## src/rtl/mmio_uart_tx.sv

```systemverilog
// mmio_uart_tx: PicoRV32-native MMIO responder feeding a FIFO-backed 8N1 UART transmitter.
module mmio_uart_tx #(
  parameter int unsigned FIFO_DEPTH  = 4,
  parameter logic [15:0] DEFAULT_DIV = 16'd868
) (
  input  logic        clk,
  input  logic        reset,
  input  logic        mem_valid,
  input  logic        mem_instr,
  output logic        mem_ready,
  input  logic [31:0] mem_addr,
  input  logic [31:0] mem_wdata,
  input  logic [3:0]  mem_wstrb,
  output logic [31:0] mem_rdata,
  output logic        tx,
  output logic        busy
);
  localparam int AW = $clog2(FIFO_DEPTH);
  localparam int CW = AW + 1;
  typedef enum logic [1:0] {IDLE, START, DATA, STOP} state_t;
  state_t        state_q;
  logic [7:0]    fifo_q [FIFO_DEPTH];
  logic [AW-1:0] rd_ptr_q, wr_ptr_q;
  logic [CW-1:0] count_q;
  logic          ready_q, tx_q;
  logic [31:0]   rdata_q, rdata_d;
  logic [15:0]   div_q, div_d, div_eff, bit_div_q, cnt_q;
  logic [2:0]    bit_q, cnt3;
  logic [7:0]    sh_q;
  logic          empty, full, wr, push_req, take, push, pop, last, frame;
  logic          unused_ok;
  assign empty     = count_q == '0;
  assign full      = count_q == CW'(FIFO_DEPTH);
  assign wr        = |mem_wstrb;
  assign push_req  = mem_addr[3:2] == 2'd0 && mem_wstrb[0];
  assign take      = mem_valid && !ready_q && !(push_req && full);
  assign push      = take && push_req;
  assign frame     = state_q != IDLE;
  assign last      = cnt_q == bit_div_q - 16'd1;
  assign pop       = !empty && (state_q == IDLE || (state_q == STOP && last));
  assign div_eff   = div_q < 16'd2 ? 16'd2 : div_q;
  assign cnt3      = 3'(count_q);
  assign div_d     = {mem_wstrb[1] ? mem_wdata[15:8] : div_q[15:8],
                      mem_wstrb[0] ? mem_wdata[7:0]  : div_q[7:0]};
  assign rdata_d   = mem_addr[3:2] == 2'd1 ? {25'd0, cnt3, 1'b0, empty, full, frame} :
                     mem_addr[3:2] == 2'd2 ? {16'd0, div_q} : '0;
  assign unused_ok = ^{mem_instr, mem_addr[31:4], mem_addr[1:0], mem_wdata[31:16]};
  assign mem_ready = ready_q;
  assign mem_rdata = rdata_q;
  assign tx        = tx_q;
  assign busy      = frame || !empty;
  always_ff @(posedge clk or posedge reset)
    if (reset) begin
      ready_q <= 1'b0;
      rdata_q <= '0;
      div_q   <= DEFAULT_DIV;
    end else begin
      ready_q <= take;
      rdata_q <= take && !wr ? rdata_d : '0;
      if (take && wr && mem_addr[3:2] == 2'd2) div_q <= div_d;
    end
  always_ff @(posedge clk or posedge reset)
    if (reset) begin
      rd_ptr_q <= '0;
      wr_ptr_q <= '0;
      count_q  <= '0;
    end else begin
      if (push) wr_ptr_q <= wr_ptr_q + AW'(1);
      if (pop) rd_ptr_q <= rd_ptr_q + AW'(1);
      count_q <= count_q + CW'(push) - CW'(pop);
    end
  always_ff @(posedge clk)
    if (push) fifo_q[wr_ptr_q] <= mem_wdata[7:0];
  // tx trails the state by one cycle, so each bit still lasts exactly bit_div_q cycles
  always_ff @(posedge clk or posedge reset)
    if (reset) begin
      state_q   <= IDLE;
      tx_q      <= 1'b1;
      cnt_q     <= '0;
      bit_q     <= '0;
      bit_div_q <= 16'd2;
      sh_q      <= '0;
    end else begin
      tx_q <= state_q == START ? 1'b0 : state_q == DATA ? sh_q[0] : 1'b1;
      case (state_q)
        IDLE:
          if (pop) begin
            state_q   <= START;
            cnt_q     <= '0;
            bit_div_q <= div_eff;
            sh_q      <= fifo_q[rd_ptr_q];
          end
        START:
          if (last) begin
            state_q <= DATA;
            cnt_q   <= '0;
            bit_q   <= '0;
          end else cnt_q <= cnt_q + 16'd1;
        DATA:
          if (last) begin
            cnt_q <= '0;
            sh_q  <= sh_q >> 1;
            bit_q <= bit_q + 3'd1;
            if (bit_q == 3'd7) state_q <= STOP;
          end else cnt_q <= cnt_q + 16'd1;
        STOP:
          if (last) begin
            cnt_q   <= '0;
            state_q <= pop ? START : IDLE;
            if (pop) begin
              bit_div_q <= div_eff;
              sh_q      <= fifo_q[rd_ptr_q];
            end
          end else cnt_q <= cnt_q + 16'd1;
      endcase
    end
endmodule

```

## config.mk

```make
export PLATFORM = sky130hd
export DESIGN_NAME = mmio_uart_tx
export DESIGN_NICKNAME = d
export VERILOG_FILES = /design/src/rtl/mmio_uart_tx.sv
export SDC_FILE = /design/constraint.sdc
export NUM_CORES = 1
export LEC_CHECK = 0
export ABC_CLOCK_PERIOD_IN_PS = 4180
export CAP_MARGIN = 20
export CELL_PAD_IN_SITES_DETAIL_PLACEMENT = 2
export CELL_PAD_IN_SITES_GLOBAL_PLACEMENT = 2
export CORE_ASPECT_RATIO = 2
export CORE_MARGIN = 5
export CORE_UTILIZATION = 32
export DETAILED_ROUTE_END_ITERATION = 8
export PLACE_DENSITY = 0.88
export SYNTH_ARGS = -nofsm -noshare
export SYNTH_HDL_FRONTEND = slang
export SYNTH_SLANG_ARGS = --single-unit
```

## constraint.sdc

```tcl
create_clock -name clk -period 4.18 [get_ports clk]
set_clock_uncertainty 0.2 [all_clocks]
set_input_delay 0.836 -clock clk [delete_from_list [all_inputs] [get_ports clk]]
set_output_delay 0.836 -clock clk [all_outputs]
set_load 0.01 [all_outputs]
```

==> impl_metrics.yaml, run 1 <==
timing:
  hold_viol: 0
  slew_violations: 0
  tightest_slew_ns: 0.842
  hold_ws_ns: 0.290
  slew_headroom_pct: 43.9
  tns_ns: -0.0101
  max_freq_mhz: 239
  fin_crit_ns: 4.19
  worst_slack_ns: -0.0101
  fin_crit_sh_pct: 100
  setup_viol: 1
place:
  place_hpwl_um: 13500
  gp_congestion: 0.795
  io_buffers: 43
  place_ws_ns: -0.367
  dpl.cell_count: 739
global_route:
  overflow: 0
  grt.total_usage_pct: 21.4
  antenna_found_initial: 0
  grt_max_degree: 49
  grt_pass1_wl_um: 33300
  grt_pass1_vias: 5081
floorplan:
  dieArea_um2: 21300
  num_rows: 70
  ios: 107
  core_area_um2: 18200
  die_h_um: 202
  start_util_pct: 32.2
  die_w_um: 106
worst_setup_path:
  crit_path_max_incr_delay_ns: 0.60
  crit_top_cell: "ha_4"
  crit_arrival_ns: 4.30
  crit_family: "compound AO/OA/AOI/OAI gates"
  critical_path.endpoint_type: "flop"
  ff2ff_setup_slack_ns: -0.01
  path_buf_inv: 3
  cp_max_fo: 5
  slowest_stage: "or4_4"
  start_kind: "flop"
  critical_path_class: "flop to flop"
  path_cells: "buf_4, or4_4, o311ai_1, o21ai_2, a2111oi_4, a31oi_2, nor2_4, ha_4, inv_2, ha_4, inv_4, fa_2, xnor2_2, xnor2_1"
  crit_required_ns: 4.29
finish:
  seqCellArea_um2: 3120
  nets: 638
  nFillCells: 1808
  diodes: 0
  stdcell_count: 778
  multi_input_area_um2: 2730
  area_growth_pct: 26.8
  drive_gt1_share_pct: 27.8
  final_util_pct: 40.9
yosys:
  syn_avg_cell_area_um2: 12.3
  netlist_area_um2: 5870
  synthCells: 479
  synth_commonest_cells: "dfrtp_1, mux2_2, edfxtp_1"
  synth_ff_type: "dfrtp_1"
  yosys.area.top_type: "dfrtp_1"
  synthDistinctLibCells: 56
  yosys_warnings: 0
  ys_seq_area_share_pct: 53.2
  synth_seq_cells: 118
  synth_area_leaders: "dfrtp_1, edfxtp_1, mux2_2, ha_1, dfstp_2"
  async_flop_share_pct: 72.9
  synth_edf_count: 32
  synth_top_area_share_pct: 33.7
  synth_most_common_cell: "dfrtp_1"
route:
  ant_nets: 0
  viasPerCell: 5.56
  firstDrtPassIters: 5
  drt_wl_total_um: 22300
  drtIter0Drc: 217
  vias: 4322
  drc: 0
  wl_per_cell_um: 28.7
clocking:
  clkTransAtPathRegs_ns: 0.07
  worstSkewPairLatency_ns: 0.44
  cts_tree: "done"
  cts_buffers: 17
  cts_root_buf: "clkbuf_16"
  htreeDepth: 4
  ctsHoldBuffers: 0
  clock_path_buffers: 2
  cts.sinks: 118
power:
  power_density_nw_per_um2: 739
  ir_drop_v: 0.000544
  p_leak_nw: 3.03
min_path:
  min_path_type: "flop to flop"
status:
  violations: "setup timing"
  status: "finished with violations"
flow_run:
  maxCapViolCount: 0
## repair_timing
item | 4_1_cts | 5_1_grt
setup endpoints to repair | 2 | 3
resized for setup | 37 | 8
hold endpoints to repair | 0 | 0
pin swaps | 16 | 11
setup buffers | 7 | 0
## cell type report
class                   instances  area share [%]
well taps                     216            3.63
inverters                      23            1.21
repair buffers                 70            8.72
clock buffers                  17            5.72
multi-input cells             319            36.7
flip-flops and latches        118            42.0
clock inverters                15            2.10
## power breakdown
group          internal, mW  total [mW]  switching (mW)
logic                 0.982        2.15            1.17
clock network         0.843        1.50           0.657
registers              1.45        1.85           0.401
## cell usage in the layout (no fill, tap or decap), types with 6 or more instances in the layout
cell type,instances
inv_6,8
nor2_1,20
edfxtp_1,32
a22o_1,6
mux4_2,8
mux2_2,39
nor3_1,6
and2_1,13
nand3_1,8
nor2b_1,6
conb_1,16
ha_1,13
o21ai_0,19
clkdlybuf4s50_1,43
xnor2_1,13
inv_1,18
a211oi_1,6
buf_4,25
nand2_1,25
and3_1,10
mux2_1,8
mux2i_1,11
dfstp_2,7
xor2_1,9
clkbuf_16,17
dfrtp_1,78
## worst min-delay path: stages (launching register included)
cell     delay [ns]
dfrtp_1        0.36
inv_1          0.07
a21oi_1        0.06
## through the flow
| step | power [mW] | area (µm²) |
|---|---|---|
| after CTS | 5.36 | 7390 |
| final | 5.50 | 7440 |
| after global routing | 5.70 | 7440 |
| after global placement | 3.29 | 6590 |
| after floorplan | 2.88 | 5930 |
| after detailed placement | 3.52 | 6590 |
## cell families (layout without fill, tap and decap cells)
family                     count (synthesis)  after routing  synth area share [%]
AOI/OAI and AO/OA                         64             64                  7.95
xor gates and xnor gates                  25             25                  3.73
adders and majority gates                 17             17                  3.75
buffers and inverters                     57            125                  4.90
DFF                                      118            118                  53.2
muxes                                     67             67                  14.1
other                                      1             16                0.0639
and+or+nand+nor                          130            130                  12.3
## path summary, 6_finish.rpt
| check | start | endpoint | depth (start not counted) |
|---|---|---|---|
| worst max-delay path | bit_div_q[1] | cnt3[2] | 14 |
| worst min-delay path | sh_q[0] | tx | 2 |
| worst max register to register | bit_div_q[1] | cnt3[2] | 14 |
| worst min register to register | sh_q[0] | tx | 2 |
| max in group asynchronous | reset | div_q[2] | 3 |
| min in group asynchronous | reset | cnt_q[3] | 2 |
## state kept, by name (all words and copies together) (netlist names)
| signal | cells |
|---|---|
| mem_rdata | 16 |
| bit_q | 3 |
| bit_div_q | 16 |
| cnt_q | 16 |
| sh_q | 8 |
| tx | 1 |
| fifo_q | 32 |
| wr_ptr_q | 2 |
| state_q | 2 |
| cnt3 | 3 |
| rd_ptr_q | 2 |
| mem_ready | 1 |
| div_q | 16 |
## metal layers
| metal | vias to the layer above | global-route usage, % | part of all wire [%] |
|---|---|---|---|
| met5 | - | 0 | 0 |
| li1 | 1843 | - | - |
| met1 | 2233 | 21.1 | 34 |
| met3 | 74 | 3.53 | 3.4 |
| met4 | 0 | 15.3 | 6.5 |
| met2 | 172 | 39.5 | 56 |
(Power assumes the default switching activity.)
==> inputs of run 2 (changes only) <==
- ABC_AREA: not set -> 1
- CORE_MARGIN: 5 -> 10
- CORE_UTILIZATION: 32 -> 28
- GPL_TIMING_DRIVEN: not set -> 0
- PLACE_DENSITY: 0.88 -> 0.86
==> impl_metrics.yaml, run 2 <==
worst_setup_path:
  critical_path_class: "flop to output pin"
  rr_worst_depth: 20
  cp_max_fo: 10
  crit_cells: 7
  start_kind: "flop"
  crit_family: "buffers and inverters"
  critical_path.endpoint_type: "output pin"
  crit_path_max_incr_delay_ns: 0.62
  crit_arrival_ns: 2.96
  path_buf_inv: 5
  crit_required_ns: 3.14
  path_cells: "inv_1, ha_1, inv_1, nor2_2, inv_1, clkbuf_2, clkdlybuf4s50_1"
  slowest_stage: "clkdlybuf4s50_1"
  crit_top_cell: "inv_1"
global_route:
  grt_max_degree: 56
  grt_pass1_vias: 6600
  grt.total_usage_pct: 16.7
  overflow: 0
  antenna_found_initial: 0
  grt_pass1_wl_um: 37400
finish:
  top_register: "fifo_q"
  final_common_cell: "nand2_1"
  largest_reg_flops: 32
  final_util_pct: 35.1
  area_growth_pct: 23.9
  nets: 921
  diodes: 0
  layout_common_cells: "nand2_1, inv_1, dfrtp_1"
  fin_area_um2: 7740
  drive_gt1_share_pct: 10.3
flow_run:
  maxCapViolCount: 0
yosys:
  syn_avg_cell_area_um2: 8.29
  netlist_area_um2: 6250
  synthCells: 753
  synth_commonest_cells: "nand2_1, inv_1, dfrtp_1"
  ys_seq_area_share_pct: 50.0
  synth_edf_count: 32
  synth_top_area_share_pct: 31.7
  synth_ff_type: "dfrtp_1"
  yosys.area.top_type: "dfrtp_1"
  synthDistinctLibCells: 42
  synth_area_leaders: "dfrtp_1, edfxtp_1, nand2_1, inv_1, nor2_1"
  async_flop_share_pct: 72.9
  synth_most_common_cell: "nand2_1"
  yosys_warnings: 0
  synth_seq_cells: 118
timing:
  rsz0062_at_grt: "no"
  tns_ns: 0
  hold_ws_ns: 0.279
  slew_headroom_pct: 42.1
  hold_viol: 0
  slew_violations: 0
  fin_crit_ns: 4.00
  max_freq_mhz: 250
  tightest_slew_ns: 0.866
  worst_slack_ns: 0.184
  fin_crit_sh_pct: 95.6
  setup_viol: 0
floorplan:
  die_h_um: 231
  num_rows: 77
  ios: 107
  start_util_pct: 28.3
  core_area_um2: 22100
  dieArea_um2: 29000
  die_w_um: 126
power:
  power_switching_mw: 0.819
  p_leak_nw: 3.57
  ir_drop_v: 0.000396
  pwr-share-comb_pct: 10.4
  power_frac_seq_pct: 42.1
  p_sw_share_pct: 25.6
  p_int_mw: 2.38
  p_clk_share_pct: 47.5
  power_density_nw_per_um2: 414
clocking:
  postCtsSetupRepairBufs: 0
  htreeDepth: 4
  worstSkewPairLatency_ns: 0.44
  clkTransAtPathRegs_ns: 0.05
  cts_buffers: 17
  cts_tree: "done"
  cts_root_buf: "clkbuf_16"
  clock_path_buffers: 2
  cts.sinks: 118
place:
  io_buffers: 43
  place_area_um2: 7110
  gp_congestion: 0.841
  place_ws_ns: 0.0731
  place_hpwl_um: 17800
route:
  drt_wl_total_um: 23600
  drtIter0Drc: 158
  firstDrtPassIters: 4
  wl_per_cell_um: 21.0
  topRoutingLayerUsed: "met4"
  vias: 5537
  wl_met1_um: 7000
  ant_nets: 0
  route.met2.wl_um: 14700
  dr_wl_met3_um: 562
  drc: 0
  viasPerCell: 4.94
min_path:
  min_path_type: "flop to flop"
  min_path_cells: 2
status:
  status: "finished, final reports clean"
==> run 2: logic make-up after synthesis <==
logic type      synth area share [%]
other cells                   0.0600
mux                            0.180
buf+inv                         8.43
compound gates                  8.51
simple gates                    26.5
flops                           50.0
fa+ha+maj                       3.53
xor+xnor                        2.80
==> run 2: path summary, 6_finish.rpt <==
kind                              start      endpoint  slack, ns
min                             sh_q[7]       sh_q[7]       0.28
min reg2reg                     sh_q[7]       sh_q[7]       0.28
min in group asynchronous         reset  mem_rdata[0]       0.58
max reg2reg                bit_div_q[0]       cnt3[1]       0.33
max                          state_q[0]          busy       0.18
max in group asynchronous         reset            tx       2.50
==> run 2: cell type report <==
cell class / instances / area, µm²
Sequential cell: 118 / 3120
Inverter: 90 / 340
Multi-Input combinational cell: 530 / 2660
Fill cell: 2472 / 14300
Timing Repair Buffer: 45 / 463
Tap cell: 276 / 345
Clock inverter: 6 / 85.1
Clock buffer: 26 / 532
Buffer: 30 / 190
==> run 2: worst min-delay path: stages (launching register included) <==
cell and delay (ns):
dfrtp_1 0.34, nand2_1 0.05, nand2_1 0.05
==> run 2: repair_timing <==
action,in CTS,in global routing
resized for setup,2,2
pin swaps,0,0
hold buffers,0,0
endpoints found under the setup margin,1,2
==> run 2: metal layers <==
metal  global-route usage (%)  up-vias
li1                         -     2557
met3                     3.06       69
met2                     35.2      113
met5                        0        -
met4                     10.9        0
met1                     13.0     2798
==> run 2: stage by stage <==
step | power (mW) | cells
final | 3.20 | 1121
after global routing | 3.33 | 1121
after CTS | 3.24 | 1121
after detailed placement | 1.69 | 1089
after global placement | 1.66 | 1087
after floorplan | 1.54 | 768
==> run 2: power groups by stage <==
stage | combinational (mW) | sequential (mW) | clock, mW
floorplan | 0.201 | 1.34 | 0
global placement | 0.301 | 1.36 | 0
detailed placement | 0.323 | 1.36 | 0
CTS | 0.337 | 1.35 | 1.55
global route | 0.378 | 1.36 | 1.59
finish | 0.332 | 1.35 | 1.52
